$ cat src/rtl/demux_pkg.sv
// demux_pkg: shared lane-count and select constants for the demux slice
package demux_pkg;
   localparam int N_OUT = 8;
   localparam int SEL_W = 3;
   typedef logic [SEL_W-1:0] sel_t;
endpackage

$ cat src/rtl/demux1_8_dec3to8.sv
// dec3to8: binary-to-one-hot decoder with enable
module dec3to8
   import demux_pkg::*;
(
   input  logic [SEL_W-1:0] sel,
   input  logic             en,
   output logic [N_OUT-1:0] onehot
);
   assign onehot = en ? {{(N_OUT-1){1'b0}}, 1'b1} << sel : '0;
endmodule

$ cat src/rtl/demux1_8.sv
// demux1_8: registered 1-to-8 demultiplexer, steers D to lane S when E is high
module demux1_8
   import demux_pkg::*;
#(
   parameter int DATA_W = 1
) (
   input  logic                    clk,
   input  logic                    rst_n,
   input  logic [DATA_W-1:0]       D,
   input  logic [SEL_W-1:0]        S,
   input  logic                    E,
   output logic [N_OUT*DATA_W-1:0] I
);
   logic [N_OUT-1:0]        onehot;
   logic [N_OUT*DATA_W-1:0] lanes;
   dec3to8 u_dec (
      .sel    (S),
      .en     (E),
      .onehot (onehot)
   );
   for (genvar g = 0; g < N_OUT; g++) begin : g_lane
      assign lanes[g*DATA_W +: DATA_W] = D & {DATA_W{onehot[g]}};
   end
   // every edge rewrites all lanes, so unselected lanes never keep stale data
   always_ff @(posedge clk or negedge rst_n)
      if (!rst_n) I <= '0;
      else        I <= lanes;
endmodule

$ cat config.mk
export PLATFORM = sky130hd
export DESIGN_NAME = demux1_8
export DESIGN_NICKNAME = d
export VERILOG_FILES = /design/src/rtl/demux_pkg.sv /design/src/rtl/demux1_8_dec3to8.sv /design/src/rtl/demux1_8.sv
export SDC_FILE = /design/constraint.sdc
export NUM_CORES = 1
export LEC_CHECK = 0
export BUFFER_PORTS_ARGS = -buffer_cell sky130_fd_sc_hd__buf_2
export CORE_AREA = 2 2 39 41
export CTS_BUF_LIST = sky130_fd_sc_hd__clkbuf_8
export CTS_CLUSTER_DIAMETER = 100
export DETAILED_ROUTE_END_ITERATION = 12
export DIE_AREA = 0 0 41 43
export GPL_TIMING_DRIVEN = 0
export HOLD_SLACK_MARGIN = 0.02
export SYNTH_ARGS = -nofsm -noshare
export SYNTH_HDL_FRONTEND = slang
export SYNTH_SLANG_ARGS = --single-unit
$ cat constraint.sdc
create_clock -name clk -period 1.48 [get_ports clk]
set_clock_uncertainty 0.15 [all_clocks]
set_input_delay 0.296 -clock clk [delete_from_list [all_inputs] [get_ports clk]]
set_output_delay 0.296 -clock clk [all_outputs]
set_load 0.05 [all_outputs]
## Word level (Yosys, flattened, before mapping)

Cells that the tools add are included.

- Input bits: 7
- Logic and storage cells: 11
- Register bits: 8
- Output and inout bits: 8

- Bitwise operators: 8
- Multiplexer cells: 1
- Shift operators: 1

Operators with widths:

| cell | number |
|---|---|
| $and 1x1->1 | 8 |
| $mux 8 | 1 |
| $shl 1x3->8 const A | 1 |

## Longest topological paths before layout

Gate-level depths: netlist of the first run.

- Word-level depth: 3
- Mapped depth: 2
- Mapped depth without buffers: 2

## Modules after synthesis

From an unflattened synthesis of the first run, not the netlist that was laid out.

- Cells, all modules: 24
- Area, all modules: 345.3 sq um

Modules (own cells, without submodules):

| module | times used | cells each | area an instance (sq um) | sequential area each (sq um) |
|---|---|---|---|---|
| demux1_8 | 1 | 16 | 250.2 | 200.2 |
| dec3to8 | 1 | 8 | 95.1 | 0.0 |

## Least setup slack after synthesis of the first run

No wires, ideal clock.

- Kind: flip-flop to output port
- Start point: register I[0]
- End point: output port I[0]
- Stages on the path, launching flop included: 1
- Arrival: 0.586 ns
- Path slack: 0.448 ns
- Required time: 1.034 ns
- Path buffers: 0
- Cell sequence: dfrtp_1

RTL lines:

| element | RTL line | source |
|---|---|---|
| start, declared | demux1_8.sv:12 | `output logic [N_OUT*DATA_W-1:0] I` |
| start signal, assigned | demux1_8.sv:27 | `else I <= lanes;` |

No word-level cell between the ends.

## Final worst setup path of the first run

- Start point: register I[6]
- End point: output port I[6]

No word-level cell between the ends.

==> flow_summary.ini, run 1 <==
[layout]
largest_reg_flops = 8
drive_gt1_share_pct = 42.5
area_growth_pct = 52.8
regMostFlops = I
fin_nets = 49
reg_top3 = I: 8 flops
antenna_cells = 0

[timing]
rsz0062_at_grt = false
finalMaxSlewViolations = 0
setup_viol = 0
timing.fmax_mhz = 805
period_share_pct = 83.9
worst_slew_pin_slew_ps = 253
relSlewSlack_pct = 83.3
hold_violations = 0
final.setup.tns_ps = 0
min_period_ps = 1240

[floorplanning]
die_w_um = 41
ioPinCount = 15
die-area_um2 = 1760
core_area_um2 = 1380
initial_utilization_pct = 19.3
rows = 14
die_h_um = 43

[setup_path]
crit_buf_inv = 1
slowest_delay_ps = 320
start_kind = flop
crit_path_cell_trace = buf_2
worstPathRequired_ps = 1030
cp_top_family = flip-flops
crit_path_end_kind = primary output
crit_type = flop to primary output
cp_max_fo = 1
slowest_stage = dfrtp_1
worstPathArrival_ps = 800

[route]
drcViolationCount = 0
via_per_inst = 3.80
dr.pass1.iters = 4
drt_iter0_drc = 5
wl_um = 504
avgRoutedWirePerCell_um = 9.00
ant_nets = 0
vias = 213

[power]
leakage_nw = 0.225
p_seq_share_pct = 42.6
peakVddDrop_uv = 353
powerDensity_nw_per_um2 = 1280
pwr-share-comb_pct = 8.3
pwr-share-clk_pct = 49.1
switching_share_pct = 21.4
power.internal_mw = 0.413
power_mw = 0.525
p_switching_mw = 0.112

[synthesis]
synth_compound_area_share_pct = 0
muxShareOfSynthArea_pct = 0
yosys.area_share.simple_pct = 25.2
post_synth_xor_area_fraction_pct = 0
syn-num-nets = 29
ys_ff_latch = 8
synth.avg_cell_area_um2 = 12.2
yosysUniqueCellTypes = 8
synth_warnings = 0
synth_area_um2 = 268
synth_top_family_by_area = simple AND/OR/NAND/NOR gates
ys_seq_area_share_pct = 74.8
syn_inst = 22
yosys.area_share.adder_pct = 0

[run_status]
status = finished clean

[grt]
gr-total-overflow = 0
grt_usage_pct = 7.70
grt_pass1_vias = 201
grt_pass1_wl_um = 779
grt_max_degree = 9
antenna_found_initial = 0

[cts]
cts_buffer_depth = 2
clk_pin_slew_worst_paths_ps = 40
cts_tree = done
cts-resized-gates = 0
cts-root-buf = clkbuf_8
cts_made_buffers = 3
htree_num_levels = 1
clkSinkCount = 8
post-cts-setup-buffers = 0

[place]
portBuffers = 14
place_congestion = 0.653

[flow_run]
drv_cap = 0

[min_path]
hold_depth = 2
hp-class = primary input to flop
hp-start = S[2]
hold_end = I[3]$_DFF_PN0_
==> synth_stat cells <==
cell / count / share of area, %
nand2_1: 2 / 2.8
dfrtp_1: 8 / 75
nand3b_1: 1 / 2.8
nand3_1: 1 / 1.9
nor2_1: 6 / 8.4
or3b_1: 1 / 3.3
nand2b_1: 1 / 2.3
nor3_1: 2 / 3.7
==> logic make-up after synthesis <==
| logic type | Yosys count |
|---|---|
| flip-flops | 8 |
| AND/OR/NAND/NOR | 14 |
==> how the worst max path moves through the flow <==
stage                   startpoint              to  slack (ps)  cells past startpoint
floorplan           I[0]$_DFF_PN0_            I[0]         450                      0
global placement              S[0]  I[2]$_DFF_PN0_         340                      3
detailed placement            S[0]  I[2]$_DFF_PN0_         330                      3
CTS                 I[6]$_DFF_PN0_            I[6]         230                      1
global route        I[2]$_DFF_PN0_            I[2]         210                      1
finish              I[6]$_DFF_PN0_            I[6]         240                      1
==> cell type report <==
cell class                      count  area [µm²]
Clock buffer                        3        41.3
Fill cell                         152         975
Multi-Input combinational cell     14        67.6
Sequential cell                     8         200
Tap cell                           16        20.0
Timing Repair Buffer               15        80.1
==> per-stage QoR <==
step	instances	hold WS [ps]	utilization [%]	area (µm²)	worst slack, ps
global placement	52	-12.2	25.9	358	344
detailed placement	52	-5.97	25.9	358	325
finish	56	138	29.6	409	238
CTS	56	134	29.6	409	232
global route	56	147	29.6	409	215
floorplan	22	-150	-	268	448
==> power by group through the flow <==
stage / registers (mW) / logic (mW) / clock network, mW
after floorplan: 0.240 / 0.00875 / 0
after global placement: 0.227 / 0.0410 / 0
after detailed placement: 0.227 / 0.0419 / 0
after CTS: 0.224 / 0.0440 / 0.262
after global routing: 0.224 / 0.0476 / 0.273
final: 0.224 / 0.0434 / 0.258
==> layer usage <==
layer  routed length [µm]  track usage, %
met5                    0               0
met4                    0            12.0
met3                   45            3.14
met2                  245            8.44
met1                  213            8.28
==> layout by cell type, fill, tap and decap left out, drive strengths merged <==
| master | instances |
|---|---|
| buf | 14 |
| clkbuf | 3 |
| dfrtp | 8 |
| dlygate4sd3 | 1 |
| nand2 | 2 |
| nand2b | 1 |
| nand3 | 1 |
| nand3b | 1 |
| nor2 | 6 |
| nor3 | 2 |
| or3b | 1 |
==> what timing repair did <==
item	4_1_cts	5_1_grt
hold endpoints to repair	8	0
hold buffers	1	0
endpoints found under the setup margin	0	0
No activity file was read; power rests on OpenSTA's default activity.
==> inputs of run 2 (changes only) <==
Clock period 1.48 ns to 1 ns, I/O delays scaled along.
==> run 2 against run 1 <==
Net effect:
- the run now ends with negative setup slack left
- clock power up 48%
- via count grew 0.94%
- combinational power increased by 63%
- final area up 12%
- sequential share of layout area fell by 5.3 points
- critical path depth unchanged
==> flow_summary.ini, run 2 (synthesis results as in run 1) <==
[cts]
htree_num_levels = 1
cts_tree = done
clkSinkCount = 8
cts-root-buf = clkbuf_8
clk_pin_slew_worst_paths_ps = 40
cts_buffer_depth = 2
post-cts-setup-buffers = 0
cts_made_buffers = 3

[route]
ant_nets = 0
wl_um = 506
avgRoutedWirePerCell_um = 9.04
dr.pass1.iters = 4
drt_iter0_drc = 5
via_per_inst = 3.84
drcViolationCount = 0
vias = 215

[setup_path]
cp_top_family = flip-flops
worstPathRequired_ps = 650
start_kind = flop
crit_buf_inv = 1
crit_path_end_kind = primary output
crit_path_start = I[6]$_DFF_PN0_
crit_path_cell_trace = buf_6
crit_type = flop to primary output
slowest_stage = dfrtp_1
slowest_delay_ps = 370
worstPathArrival_ps = 750
cp_max_fo = 1

[power]
leakage_nw = 0.230
pwr-share-clk_pct = 48.6
switching_share_pct = 21.3
power.internal_mw = 0.618
powerDensity_nw_per_um2 = 1710
p_seq_share_pct = 42.4
pwr-share-comb_pct = 9.0
peakVddDrop_uv = 574
p_switching_mw = 0.167

[place]
portBuffers = 14
place_congestion = 0.653
placed_cells = 52
placement.cell_area_um2 = 358

[min_path]
hp-class = primary input to flop
hold_depth = 2
hold_end = I[3]$_DFF_PN0_
hp-start = S[2]

[floorplanning]
die_w_um = 41
die_h_um = 43
rows = 14
die-area_um2 = 1760
core_area_um2 = 1380
initial_utilization_pct = 19.3
ioPinCount = 15

[layout]
drive_gt1_share_pct = 42.5
final_cell_mix = dfrtp_1 (8), buf_6 (8), nor2_1 (6), buf_2 (6), clkbuf_8 (3)
largest_reg_flops = 8
stdcell_count = 56
antenna_cells = 0
area_growth_pct = 71.5
fin_area_um2 = 459
regMostFlops = I
reg_top3 = I: 8 flops
fin_nets = 49

[grt]
grt_pass1_wl_um = 807
grt_use_met3_pct = 3.14
met1_usage_pct = 8.28
gr-total-overflow = 0
antenna_found_initial = 0
grt_pass1_vias = 213
grt-busiest-layer = met4
grt_usage_pct = 7.90
grtUsageMet2_pct = 9.06
grt_max_degree = 9

[timing]
hold_violations = 0
finalMaxSlewViolations = 0
rsz0062_at_grt = true
fin_ws_ps = -97.0
min_period_ps = 1100
worst_slew_pin_slew_ps = 176
relSlewSlack_pct = 88.3
timing.fmax_mhz = 912
setup_viol = 8
period_share_pct = 110

[run_status]
status = complete, but fails checks
violations = negative setup slack

[flow_run]
drv_cap = 0
-- run 2: cell counts in the layout (fill, tap and decap cells not counted) --
No cell type changed its count.
-- run 2: power groups by stage --
stage	logic (mW)	clock network, mW	registers [mW]
3_3_place_gp	0.0607	0	0.336
6_report	0.0707	0.382	0.333
2_1_floorplan	0.0129	0	0.355
5_1_grt	0.0771	0.404	0.333
4_1_cts	0.0715	0.388	0.333
3_5_place_dp	0.0620	0	0.336
-- run 2: timing repair --
| item | CTS | global route |
|---|---|---|
| resized for setup | 16 | 0 |
| hold buffers | 1 | 0 |
| endpoints found under the setup margin | 8 | 8 |
| pin swaps | 0 | 0 |
| hold endpoints to repair | 8 | 0 |
-- run 2: metrics by stage --
step	util [%]	setup TNS (ps)	total power, mW	worst slack [ps]	hold WS [ps]
after detailed placement	25.9	-87.8	0.398	-58.6	-102
after global placement	25.9	-62.1	0.396	-39.5	-108
final	33.2	-711	0.785	-97.0	42.2
after CTS	33.2	-761	0.792	-102	38.3
after global routing	33.2	-859	0.814	-114	51.2
after floorplan	-	0	0.368	64.1	-246
-- run 2: final cells by class --
| cell class | instances | area (µm²) |
|---|---|---|
| multi-input cells | 14 | 67.6 |
| fillers | 148 | 925 |
| flip-flops and latches | 8 | 200 |
| well taps | 16 | 20.0 |
| repair buffers | 15 | 130 |
| clock buffers | 3 | 41.3 |
-- run 2: metal layers --
metal / share of wire [%] / vias to the layer above
met5: 0 / -
met4: 0 / 0
met3: 7.1 / 0
li1: - / 107
met1: 43 / 98
met2: 50 / 10
-- run 2: worst max path at each step --
stage                           to  slack, ps  depth (start not counted)
global route                  I[2]       -110                          1
finish                        I[6]       -100                          1
global placement    I[2]$_DFF_PN0_        -40                          3
CTS                           I[6]       -100                          1
detailed placement  I[2]$_DFF_PN0_        -60                          3
floorplan                     I[0]         60                          0
